[src/rtl/accel_spi_sched.sv]
`default_nettype none
//==============================================================================
// accel_spi_sched - init writes, host register port and periodic Y sampler
// sharing one SPI byte engine, one transaction in flight.            rev 1.0
//==============================================================================
module accel_spi_sched #(
  parameter int          SAMPLE_DIV  = 500000,
  parameter int          TIMEOUT_CYC = 2000000,
  parameter logic [7:0]  PWR_VAL     = 8'h08,
  parameter logic [7:0]  FMT_VAL     = 8'h01,
  parameter logic [5:0]  SAMPLE_ADDR = 6'h34
) (
  input  logic       clk,
  input  logic       rst,
  input  logic       i_host_req,
  input  logic       i_host_rw,
  input  logic [5:0] i_host_addr,
  input  logic [7:0] i_host_wdata,
  output logic       o_host_ack,
  output logic [7:0] o_host_rdata,
  output logic       o_spi_start,
  output logic       o_spi_rw,
  output logic [5:0] o_spi_addr,
  output logic [7:0] o_spi_wdata,
  input  logic       i_spi_busy,
  input  logic       i_spi_done,
  input  logic [7:0] i_spi_rdata,
  output logic [7:0] o_sample_y,
  output logic       o_sample_valid,
  output logic       o_init_done,
  output logic       o_overrun,
  output logic       o_timeout_err
);

  localparam int c_TIMER_W = (SAMPLE_DIV > 1) ? $clog2(SAMPLE_DIV) : 1;
  localparam int c_TCNT_W  = $clog2(TIMEOUT_CYC + 1);
  localparam logic [c_TIMER_W-1:0] c_TIMER_LAST = c_TIMER_W'(SAMPLE_DIV - 1);
  localparam logic [c_TCNT_W-1:0]  c_TCNT_LAST  = c_TCNT_W'(TIMEOUT_CYC - 1);
  localparam logic [5:0] c_ADDR_PWR = 6'h2D;
  localparam logic [5:0] c_ADDR_FMT = 6'h31;

  typedef enum logic [1:0] {S_IDLE = 2'd0, S_ISSUE = 2'd1, S_WAIT = 2'd2} state_t;
  typedef enum logic [1:0] {J_INIT = 2'd0, J_HOST = 2'd1, J_SAMPLE = 2'd2} job_t;

  state_t               r_state;
  job_t                 r_job;
  logic                 r_init_step;
  logic                 r_init_done;
  logic                 r_sample_pend;
  logic                 r_overrun;
  logic                 r_timeout_err;
  logic [c_TIMER_W-1:0] r_timer;
  logic [c_TCNT_W-1:0]  r_tcnt;
  logic                 r_host_ack;
  logic [7:0]           r_host_rdata;
  logic                 r_spi_start;
  logic                 r_spi_rw;
  logic [5:0]           r_spi_addr;
  logic [7:0]           r_spi_wdata;
  logic [7:0]           r_sample_y;
  logic                 r_sample_valid;

  logic w_wrap;
  logic w_idle_go;
  logic w_host_ok;
  logic w_pick_init;
  logic w_pick_host;
  logic w_pick_samp;

  // A host request is still high during its own ack cycle; skip it there.
  assign w_wrap      = (r_timer == c_TIMER_LAST);
  assign w_idle_go   = (r_state == S_IDLE) && !i_spi_busy;
  assign w_host_ok   = r_init_done && i_host_req && !r_host_ack;
  assign w_pick_init = w_idle_go && !r_init_done;
  assign w_pick_host = w_idle_go && w_host_ok;
  assign w_pick_samp = w_idle_go && r_init_done && !w_host_ok && r_sample_pend;

  always_ff @(posedge clk) begin
    if (rst) begin
      r_timer       <= '0;
      r_sample_pend <= 1'b0;
      r_overrun     <= 1'b0;
    end else begin
      r_timer <= w_wrap ? '0 : r_timer + 1'b1;
      if (w_wrap) begin
        r_sample_pend <= 1'b1;
        if (r_sample_pend && !w_pick_samp) r_overrun <= 1'b1;
      end else if (w_pick_samp) begin
        r_sample_pend <= 1'b0;
      end
    end
  end

  always_ff @(posedge clk) begin
    if (rst) begin
      r_state        <= S_IDLE;
      r_job          <= J_INIT;
      r_init_step    <= 1'b0;
      r_init_done    <= 1'b0;
      r_timeout_err  <= 1'b0;
      r_tcnt         <= '0;
      r_host_ack     <= 1'b0;
      r_host_rdata   <= 8'h00;
      r_spi_start    <= 1'b0;
      r_spi_rw       <= 1'b0;
      r_spi_addr     <= 6'h00;
      r_spi_wdata    <= 8'h00;
      r_sample_y     <= 8'h00;
      r_sample_valid <= 1'b0;
    end else begin
      r_spi_start    <= 1'b0;
      r_host_ack     <= 1'b0;
      r_sample_valid <= 1'b0;
      case (r_state)
        S_IDLE: begin
          if (w_pick_init) begin
            r_job       <= J_INIT;
            r_spi_rw    <= 1'b0;
            r_spi_addr  <= r_init_step ? c_ADDR_FMT : c_ADDR_PWR;
            r_spi_wdata <= r_init_step ? FMT_VAL : PWR_VAL;
            r_spi_start <= 1'b1;
            r_state     <= S_ISSUE;
          end else if (w_pick_host) begin
            r_job       <= J_HOST;
            r_spi_rw    <= i_host_rw;
            r_spi_addr  <= i_host_addr;
            r_spi_wdata <= i_host_wdata;
            r_spi_start <= 1'b1;
            r_state     <= S_ISSUE;
          end else if (w_pick_samp) begin
            r_job       <= J_SAMPLE;
            r_spi_rw    <= 1'b1;
            r_spi_addr  <= SAMPLE_ADDR;
            r_spi_wdata <= 8'h00;
            r_spi_start <= 1'b1;
            r_state     <= S_ISSUE;
          end
        end
        S_ISSUE: begin
          r_tcnt  <= '0;
          r_state <= S_WAIT;
        end
        S_WAIT: begin
          if (i_spi_done) begin
            r_state <= S_IDLE;
            case (r_job)
              J_HOST: begin
                r_host_ack   <= 1'b1;
                r_host_rdata <= r_spi_rw ? i_spi_rdata : 8'h00;
              end
              J_SAMPLE: begin
                r_sample_y     <= i_spi_rdata;
                r_sample_valid <= 1'b1;
              end
              default: begin
                if (r_init_step) r_init_done <= 1'b1;
                else             r_init_step <= 1'b1;
              end
            endcase
          end else if (r_tcnt == c_TCNT_LAST) begin
            // Init keeps its step so it is retried; a sample is simply dropped.
            r_timeout_err <= 1'b1;
            r_state       <= S_IDLE;
            if (r_job == J_HOST) begin
              r_host_ack   <= 1'b1;
              r_host_rdata <= 8'hFF;
            end
          end else begin
            r_tcnt <= r_tcnt + 1'b1;
          end
        end
        default: r_state <= S_IDLE;
      endcase
    end
  end

  assign o_host_ack     = r_host_ack;
  assign o_host_rdata   = r_host_rdata;
  assign o_spi_start    = r_spi_start;
  assign o_spi_rw       = r_spi_rw;
  assign o_spi_addr     = r_spi_addr;
  assign o_spi_wdata    = r_spi_wdata;
  assign o_sample_y     = r_sample_y;
  assign o_sample_valid = r_sample_valid;
  assign o_init_done    = r_init_done;
  assign o_overrun      = r_overrun;
  assign o_timeout_err  = r_timeout_err;

endmodule
`default_nettype wire

[config.mk]
export PLATFORM = sky130hd
export DESIGN_NAME = accel_spi_sched
export DESIGN_NICKNAME = d
export VERILOG_FILES = /design/src/rtl/accel_spi_sched.sv
export SDC_FILE = /design/constraint.sdc
export NUM_CORES = 1
export LEC_CHECK = 0
export CORE_ASPECT_RATIO = 0.75
export CORE_MARGIN = 2
export CORE_UTILIZATION = 25
export CTS_BUF_LIST = sky130_fd_sc_hd__clkbuf_16
export DETAILED_ROUTE_END_ITERATION = 10
export SLEW_MARGIN = 10
export SYNTH_ARGS = -nofsm -noshare
export SYNTH_HDL_FRONTEND = slang
export SYNTH_SLANG_ARGS = --single-unit
[constraint.sdc]
create_clock -name clk -period 4.9 [get_ports clk]
set_input_delay 0.49 -clock clk [delete_from_list [all_inputs] [get_ports clk]]
set_output_delay 0.49 -clock clk [all_outputs]
set_load 0.005 [all_outputs]
Word-level counts from Yosys, hierarchy flattened --
Index checks and enable logic that the tools add are counted.
Storage, ports and cells: register bits 83, input bits 28, output and inout port bits 37, logic and storage cells 103
Operators by class: $add $sub $neg 2, equality and inequality tests 10, multiplexer cells 37, bitwise gates (word level) 4, reductions and logical operators 33
Operators with widths (number):
- $mux W8 | 8
- $mux W21 | 2
- $pmux W21 S2 | 1
- $add A21 B1 Y21 const B | 1
- $eq A21 B21 Y1 const B | 1
- $add A19 B1 Y19 const B | 1
- $eq A19 B19 Y1 const B | 1
- $mux W6 | 3
- $mux W2 | 8
- $reduce_and A3 Y1 | 5
- $mux W1 | 12
- $logic_and A1 B1 Y1 | 9
- $reduce_or A2 Y1 | 4
- $pmux W2 S3 | 1
- $reduce_and A2 Y1 | 3
- $reduce_bool A2 Y1 | 3
- $logic_not A1 Y1 | 5
- $mux W5 | 1
- $eq A2 B1 Y1 const B | 2
- $eq A2 B2 Y1 const B | 2
- $mux W4 | 1
- $ne A2 B2 Y1 const B | 2
- $ne A4 B4 Y1 const B | 1
- $not A1 Y1 | 4
- other kinds (5) | 5

Depth between registers and ports, before layout --
Gate-level depths: netlist (run 1).
word-level depth 9, gate-level depth with buffers 9, mapped depth without buffers 6

Least setup slack after synthesis (run 1) --
Ideal clock, no wire load.
path type input port to flip-flop, start input i_spi_done, end register r_tcnt[5], library setup time 0.070 ns, arrival 1.942 ns, data required time 4.830 ns, path slack 2.887 ns, stages on the path 6, buffers on the path 2, cells stage by stage clkbuf_1 nor3b_2 a21bo_1 buf_6 or4_1 a21oi_1
On the way: word-level cells in the longest chain between the ends 2
RTL lines:
- start: declaration | RTL line 26 | input logic i_spi_done,
- $ne A2 B2 Y1 (no line)
- $reduce_and A3 Y1 (no line)
- end signal: assignment | RTL line 169 | r_tcnt <= r_tcnt + 1'b1;
- end: declaration | RTL line 53 | logic [c_TCNT_W-1:0] r_tcnt;
Every way passes these cells. A chain may end at the register's enable or synchronous reset.

Worst setup path in the final report (run 1) --
start input i_spi_done, end register r_tcnt[15]
Same word-level chain as after synthesis.

==> flow_summary_export.csv, run 1 <==
group,metric,value,unit
outcome,status,"finished, final reports clean",
clocking,postCtsSetupRepairBufs,0,
synthesis,synth_area_per_cell,8.665,sq um
setup_path,worst-path-max-fanout,28,
synthesis,postSynth.topFlopCell,"dfxtp_1",
drt,drtIter0Drc,145,
finish,flow.area_growth_from_synthesis,29.16,%
clocking,post_cts_resize_count,0,
floorplanning,placement_rows,37,
floorplanning,die_width,142.7,microns
global_route,grt_usage,11.76,%
clocking,cts_sinks,83,
setup_path,timing.critical_path.slowest_cell_delay,0.61,ns
synthesis,post-synth-top-count-cell,"dfxtp_1",
setup_path,crit_path_cell_trace,"clkdlybuf4s50_1 > nor3b_2 > a21bo_1 > or4_1 > a21oi_1",
synthesis,ys_types,54,
timing,finalSetupViolations,0,
drt,routed_wire_length_per_instance,13.70,microns
timing,post-route-min-period,2.494,ns
finish,final_layout_size_suffix_gt1_share,6.105,%
timing,finalMaxSlewViolations,0,
drt,route.detailed.drc,0,
clocking,numCtsBuffers,9,
synthesis,postSynthCellCount,416,
synthesis,asyncSetResetFlopFracSynth,0,%
global_route,grt_pass1_vias,3048,
run,max_cap_violations,0,
clocking,cts_root_buf,"clkbuf_16",
floorplanning,boundaryPins,65,
drt,ant_nets,0,
timing,setup_repair_after_global_routing_missed_its_margin,"no",
floorplanning,start_util,25.95,%
drt,routed-via-count,3177,
setup_path,crit_type,"input port to register",
timing,slew-limit-headroom,48.98,%
setup_path,timing.critical_path.required,5.16,ns
clocking,tritoncts,"built",
power,power_leakage,1.554,nW
clocking,maximum_number_of_buffers_from_clock_root_to_sink,2,
synthesis,synth.cell_area,0.003605,sq mm
placement,portBuffers,64,
synthesis,seq_area_frac_synth,46.10,%
clocking,cts.hold.buffers_added,0,
drt,detailedRoute.firstPassIterationCount,4,
placement,dp.final_hpwl,6500,microns
setup_path,worstPathArrival,2.76,ns
power,power,1.472,mW
drt,routed_wl,8904,microns
global_route,grt_overflow,0,
drt,average_via_count_per_standard_cell,4.888,
placement,routabilityCongestion,0.8153,
synthesis,synth_top_area_share,46.10,%
synthesis,synth-seq-cells,83,
synthesis,netlist.top_cell.by_area,"dfxtp_1",
setup_path,worstSetupStartpointType,"input port",
timing,tcrit_tclk_final,50.91,%
synthesis,synth_edf_count,0,
synthesis,syn-num-nets,448,
floorplanning,coreArea,0.01389,sq mm
synthesis,synth_common_cells,"83 x dfxtp_1, 57 x nor2_1, 51 x nand2_1",
setup_path,end_kind,"register",
worst_hold_path,min_delay_path_class,"input port to register",
finish,fin_nets,503,
floorplanning,design.die.area,0.01541,sq mm
synthesis,netlist_top_cells_area,"dfxtp_1 46%, nor2_1 5.9%, nand2_1 5.3%",
power,power.density,316.1,mW/mm^2
global_route,grt_max_degree,60,
timing,clock.fmax,400.9,MHz
setup_path,crit_path_top_delay_cell,"or4_1",
timing,finalHoldViolCount,0,
clocking,worst_skew_pair.late_latency,0.33,ns
finish,antennaDiodeCount,0,
clocking,h-tree-depth,3,
power,irDropWorstVdd,0.1495,mV
floorplanning,floorplan.die.height,108.0,microns
clocking,clk_pin_slew_worst_paths,0.06,ns
timing,clock-skew-final,0.004119,ns
finish,nFillCells,1410,
synthesis,synth-warning-count,0,
timing,totalNegativeSetupSlack,0,ns
timing,worstMarginPinSlew,0.7653,ns
global_route,antenna_found_initial,0,
global_route,grt_pass1_wl,14660,microns
## per-layer routing
metal | share of wire [%] | vias to the layer above | wire length, microns | global-route usage, %
li1 | - | 1602 | - | -
met1 | 49 | 1496 | 4348 | 15.86
met2 | 45 | 75 | 4024 | 18.03
met3 | 5.6 | 4 | 500 | 3.986
met4 | 0.35 | 0 | 31 | 3.112
met5 | 0 | - | 0 | 0
## power by group
group / total, mW / internal, mW / switching, mW
sequential: 0.692 / 0.684 / 0.00775
combinational: 0.0826 / 0.0400 / 0.0425
clock: 0.698 / 0.440 / 0.257
## area by class of cell
class / instances / area, sq um / share of cell area, %
clock buffer: 9 / 225.2 / 4.837
clock inverter: 6 / 82.58 / 1.774
inverter: 11 / 41.29 / 0.8869
multi-input combinational: 301 / 1783 / 38.30
sequential: 83 / 1662 / 35.69
tap: 175 / 219.0 / 4.703
timing repair buffer: 65 / 643.1 / 13.81
## flip-flops by register name, summed over array words and instances (netlist names), 2 cells and up
name,flops
o_host_rdata,8
o_sample_y,8
o_spi_addr,6
o_spi_wdata,8
r_job,2
r_state,2
r_tcnt,21
r_timer,19
## worst paths after layout
| check | depth (start not counted) | start | endpoint | slack (ns) |
|---|---|---|---|---|
| worst max-delay path | 5 | i_spi_done | r_tcnt[15] | 2.41 |
| worst min-delay path | 2 | rst | r_tcnt[13] | 0.38 |
| worst max register to register | 5 | r_tcnt[7] | r_tcnt[5] | 2.45 |
| worst min register to register | 1 | r_timer[0] | r_timer[0] | 0.45 |
## placed cells by master, fill, tap and decap left out, types with 9 or more instances in the layout
cell	instances
a21oi_1	38
clkbuf_16	9
nor2_1	57
dfxtp_1	83
nand4_1	11
inv_1	12
o21a_1	10
clkdlybuf4s50_1	63
nand2_1	51
xor2_1	10
nand3_1	16
## worst max-delay path: cells and delay by family
| kind | cells | cell delay, ns |
|---|---|---|
| and+or+nand+nor | 2 | 1.02 |
| AOI/OAI and AO/OA | 2 | 0.69 |
| buffers and inverters | 1 | 0.55 |
## through the flow
step	area, sq um	utilization [%]	hold WS [ns]	worst slack, ns	instances
after floorplan	3605	-	0.4175	2.887	416
after global placement	4344	31.28	0.4294	2.113	635
after detailed placement	4344	31.28	0.4389	2.044	635
after CTS	4652	33.50	0.3611	2.396	650
after global routing	4656	33.52	0.3711	2.202	650
final	4656	33.52	0.3777	2.406	650
## logic make-up (layout without fill, tap and decap cells)
| group | after synthesis | count (layout) | share of synthesized area [%] |
|---|---|---|---|
| adders and majority gates | 4 | 4 | 1.388 |
| xor gates and xnor gates | 17 | 17 | 4.130 |
| muxes | 2 | 2 | 0.5554 |
| DFF | 83 | 83 | 46.10 |
| buffers and inverters | 32 | 91 | 4.547 |
| and+or+nand+nor | 183 | 183 | 24.89 |
| AOI/OAI and AO/OA | 95 | 95 | 18.40 |
Power figures use the tool's default switching activity.
==> run 2, diff against run 1 <==
- clock period: 4.9 -> 2.46 ns (I/O delays scaled with it)
==> flow_summary_export.csv, run 2 (synthesized netlist as in run 1, its figures left out) <==
group,metric,value,unit
setup_path,timing.critical_path.required,2.72,ns
finish,nFillCells,1429,
clocking,cts_root_buf,"clkbuf_16",
global_route,antenna_found_initial,0,
drt,drtIter0Drc,223,
timing,worstMarginPinSlew,0.7579,ns
timing,totalNegativeSetupSlack,0,ns
finish,final_layout_size_suffix_gt1_share,8.998,%
clocking,numCtsBuffers,9,
floorplanning,placement_rows,37,
finish,flow.area_growth_from_synthesis,32.21,%
finish,mostFrequentLayoutCell,"dfxtp_1",
timing,finalHoldViolCount,0,
setup_path,end_kind,"register",
floorplanning,boundaryPins,65,
clocking,worst_skew_pair.late_latency,0.33,ns
run,max_cap_violations,0,
worst_hold_path,holdPathStages,2,
finish,stdcell_count,664,
setup_path,worst-path-max-fanout,22,
clocking,clk_pin_slew_worst_paths,0.06,ns
finish,largest_register_ff_count,21,
finish,commonest_cells_after_routing_fill_and_taps_aside,"83 x dfxtp_1, 63 x clkdlybuf4s50_1, 57 x nor2_1",
floorplanning,floorplan.die.height,108.0,microns
global_route,grt_pass1_wl,15000,microns
timing,clock-skew-final,0.005386,ns
global_route,grt_usage,12.13,%
timing,tcrit_tclk_final,89.69,%
finish,seq_area,0.001662,sq mm
clocking,postCtsSetupRepairBufs,0,
global_route,grt_max_degree,26,
setup_path,worstPathArrival,2.47,ns
setup_path,crit_type,"register to register",
placement,portBuffers,64,
floorplanning,start_util,25.95,%
timing,slew-limit-headroom,49.01,%
power,power,3.014,mW
drt,detailedRoute.firstPassIterationCount,5,
timing,post-route-min-period,2.206,ns
floorplanning,coreArea,0.01389,sq mm
finish,antennaDiodeCount,0,
setup_path,r2r.worst_path.cells,6,
timing,setup_repair_after_global_routing_missed_its_margin,"no",
finish,fin_nets,516,
drt,routed_wl,9258,microns
global_route,grt_pass1_vias,3105,
finish,largestRegisters,"r_tcnt: 21 flops, r_timer: 19 flops",
clocking,maximum_number_of_buffers_from_clock_root_to_sink,2,
drt,average_via_count_per_standard_cell,4.934,
setup_path,worstSetupStartpointType,"register",
finish,multi_input_logic_area,0.001779,sq mm
placement,routabilityCongestion,0.7868,
floorplanning,design.die.area,0.01541,sq mm
drt,ant_nets,0,
power,power.density,632.4,mW/mm^2
outcome,status,"finished, final reports clean",
finish,postLayoutCoreUtil,34.32,%
drt,routed-via-count,3276,
placement,place.detailed.instances,648,
drt,route.detailed.drc,0,
placement,dp.final_hpwl,6802,microns
clocking,tritoncts,"built",
global_route,grt_overflow,0,
timing,clock.fmax,453.2,MHz
clocking,h-tree-depth,3,
worst_hold_path,min_delay_path_class,"input port to register",
drt,routed_wire_length_per_instance,13.94,microns
timing,finalSetupViolations,0,
floorplanning,die_width,142.7,microns
finish,largest_register,"r_tcnt",
timing,finalMaxSlewViolations,0,
clocking,cts_sinks,83,
power,power_leakage,1.619,nW
power,irDropWorstVdd,0.4945,mV
==> run 2: what timing repair did <==
action	4_1_cts	5_1_grt
endpoints found under the hold margin	0	0
resized for setup	0	1
hold buffers	0	0
setup endpoints to repair	0	1
==> run 2: final timing paths <==
kind	slack [ns]	end	startpoint
hold / removal	0.37	r_timer[2]	rst
setup reg to reg	0.25	r_tcnt[9]	r_tcnt[7]
setup / recovery	0.25	r_tcnt[9]	r_tcnt[7]
hold reg to reg	0.45	r_timer[0]	r_timer[0]
==> run 2: worst max-delay path, stage by stage, from the launching register on <==
cell and delay [ns]:
dfxtp_1 0.38, or4_4 0.58, nor4_4 0.24, a21bo_2 0.45, buf_4 0.20, o311ai_0 0.13
a21oi_1 0.15
==> run 2: per-stage QoR <==
step | cell area (sq um) | setup WS (ns) | hold slack [ns]
5_1_grt | 4766 | 0.09433 | 0.3837
4_1_cts | 4766 | 0.1014 | 0.3713
3_3_place_gp | 4442 | 0.1853 | 0.4281
6_report | 4766 | 0.2536 | 0.3740
3_5_place_dp | 4442 | 0.1052 | 0.4493
2_1_floorplan | 3605 | 0.4743 | 0.3820
==> run 2: layout make-up <==
cell class	instances	share of cell area [%]
multi-input cells	301	37.33
clock inverters	7	2.074
repair buffers	78	15.54
inverters	11	0.8664
clock buffers	9	4.726
well taps	175	4.594
flip-flops and latches	83	34.86
==> run 2: where the power goes <==
part           total [mW]  internal, mW  switching, mW
sequential           1.38          1.36         0.0138
clock                1.46         0.898          0.558
combinational       0.183        0.0896         0.0931
==> run 2: metal layers <==
| layer | track usage (%) | part of all wire (%) | vias up |
|---|---|---|---|
| li1 | - | - | 1626 |
| met2 | 18.51 | 45 | 78 |
| met4 | 2.900 | 0.35 | 0 |
| met3 | 4.207 | 5.7 | 2 |
| met1 | 16.50 | 49 | 1570 |
| met5 | 0 | 0 | - |
==> run 3, diff against run 2 <==
- CORE_ASPECT_RATIO: 0.75 -> 0.5
==> flow_summary_export.csv, run 3 (synthesized netlist as in run 1, its figures left out) <==
group,metric,value,unit
finish,largestRegisters,"r_tcnt: 21 flops, r_timer: 19 flops",
timing,setup_repair_after_global_routing_missed_its_margin,"no",
clocking,h-tree-depth,3,
timing,slew-limit-headroom,51.73,%
worst_hold_path,min_delay_worst_endpoint,"r_tcnt[1]",
drt,ant_nets,0,
power,power.density,608.1,mW/mm^2
worst_hold_path,worstHoldStart,"rst",
placement,routabilityCongestion,0.7597,
finish,postLayoutCoreUtil,34.37,%
setup_path,timing.critical_path.required,2.70,ns
clocking,cts.hold.buffers_added,0,
placement,placed_area,0.004446,sq mm
finish,stdcell_count,677,
timing,worstMarginPinSlew,0.7193,ns
power,power,2.886,mW
finish,largest_register_ff_count,21,
finish,largest_register,"r_tcnt",
clocking,tritoncts,"built",
timing,finalWorstSetupSlack,0.3734,ns
run,max_cap_violations,0,
setup_path,critical_register_to_register_path_startpoint,"r_tcnt[7]",
drt,route.detailed.drc,0,
global_route,grt_usage,11.30,%
setup_path,worst_r2r_endpoint,"r_tcnt[2]",
finish,fin_nets,512,
clocking,cts_root_buf,"clkbuf_16",
finish,commonest_cells_after_routing_fill_and_taps_aside,"83 x dfxtp_1, 63 x clkdlybuf4s50_1, 57 x nor2_1",
drt,routed_wire_length_per_instance,12.97,microns
clocking,numCtsBuffers,9,
setup_path,crit_type,"register to register",
setup_path,r2r.worst_path.cells,6,
global_route,grt_max_degree,29,
placement,portBuffers,64,
drt,routed-via-count,3186,
timing,post-route-min-period,2.087,ns
clocking,clk_pin_slew_worst_paths,0.06,ns
finish,design_area,0.004747,sq mm
global_route,grt_pass1_wl,14220,microns
finish,mostFrequentLayoutCell,"dfxtp_1",
floorplanning,coreArea,0.01381,sq mm
setup_path,end_kind,"register",
drt,routed_wl,8779,microns
setup_path,worstPathArrival,2.33,ns
floorplanning,die_width,173.8,microns
placement,dp.final_hpwl,6322,microns
clocking,postCtsSetupRepairBufs,0,
floorplanning,floorplan.die.height,88.91,microns
timing,hold_slack,0.3046,ns
global_route,antenna_found_initial,0,
power,irDropWorstVdd,0.2804,mV
drt,average_via_count_per_standard_cell,4.706,
timing,clock-skew-final,0.007982,ns
setup_path,worst-path-max-fanout,28,
worst_hold_path,min_delay_path_class,"input port to register",
timing,totalNegativeSetupSlack,0,ns
floorplanning,start_util,26.10,%
clocking,cts_sinks,83,
timing,clock.fmax,479.2,MHz
outcome,status,"finished, final reports clean",
timing,finalHoldViolCount,0,
global_route,grt_pass1_vias,3006,
drt,detailedRoute.firstPassIterationCount,4,
placement,post-place-ws,0.3076,ns
floorplanning,boundaryPins,65,
placement,place.detailed.instances,661,
worst_hold_path,holdPathStages,2,
global_route,grt_overflow,0,
timing,finalMaxSlewViolations,0,
finish,flow.area_growth_from_synthesis,31.69,%
finish,final_layout_size_suffix_gt1_share,8.041,%
clocking,maximum_number_of_buffers_from_clock_root_to_sink,2,
floorplanning,design.die.area,0.01545,sq mm
floorplanning,placement_rows,30,
setup_path,regToRegSetupSlack,0.37,ns
clocking,worst_skew_pair.late_latency,0.33,ns
clocking,post_cts_resize_count,0,
finish,antennaDiodeCount,0,
timing,tcrit_tclk_final,84.82,%
timing,finalSetupViolations,0,
finish,nFillCells,1449,
drt,drtIter0Drc,206,
power,power_leakage,1.591,nW
setup_path,worstSetupStartpointType,"register",
[run 3: changes by cell type in the layout (fill, tap and decap cells not counted), sizes merged]
cell      delta
buf          -4
clkinv       +2
inv          -2
bufinv       -1
clkinvlp     +1
[run 3: power by group]
part,switching [mW],internal [mW],leakage (nW)
Sequential,0.0165,1.36,0.671
Combinational,0.0862,0.0872,0.777
Clock,0.544,0.791,0.142
Total,0.647,2.24,1.59
[run 3: area by class of cell]
| class | count | area [sq um] | area share, % |
|---|---|---|---|
| clock buffers | 9 | 225.2 | 4.744 |
| clock inverters | 7 | 76.32 | 1.608 |
| inverters | 11 | 41.29 | 0.8698 |
| multi-input cells | 301 | 1779 | 37.48 |
| flip-flops and latches | 83 | 1662 | 35.00 |
| well taps | 192 | 240.2 | 5.061 |
| repair buffers | 74 | 723.2 | 15.23 |
[run 3: worst max-delay path: stages, from the launching register on]
cell and delay, ns:
dfxtp_1 0.37, or4_4 0.57, nor4_4 0.33, a21bo_1 0.20
buf_12 0.18, nand2_2 0.09, a311oi_2 0.26
[run 3: worst max-delay path by stage]
stage / startpoint / slack [ns] / end / cells past startpoint
after floorplan: r_tcnt[7] / 0.47 / r_tcnt[1] / 8
after global placement: i_host_req / 0.39 / o_spi_wdata[4] / 7
after detailed placement: i_host_req / 0.31 / o_spi_wdata[2] / 7
after CTS: r_tcnt[7] / 0.37 / r_tcnt[2] / 6
after global routing: r_tcnt[7] / 0.26 / r_tcnt[2] / 6
final: r_tcnt[7] / 0.37 / r_tcnt[2] / 6
[run 3: routing by layer]
| layer | up-vias | track usage, % | routed length (microns) |
|---|---|---|---|
| met5 | - | 0 | 0 |
| met4 | 0 | 3.667 | 129 |
| met3 | 11 | 2.976 | 331 |
| met2 | 47 | 19.67 | 4298 |
| met1 | 1512 | 13.95 | 4020 |
| li1 | 1616 | - | - |
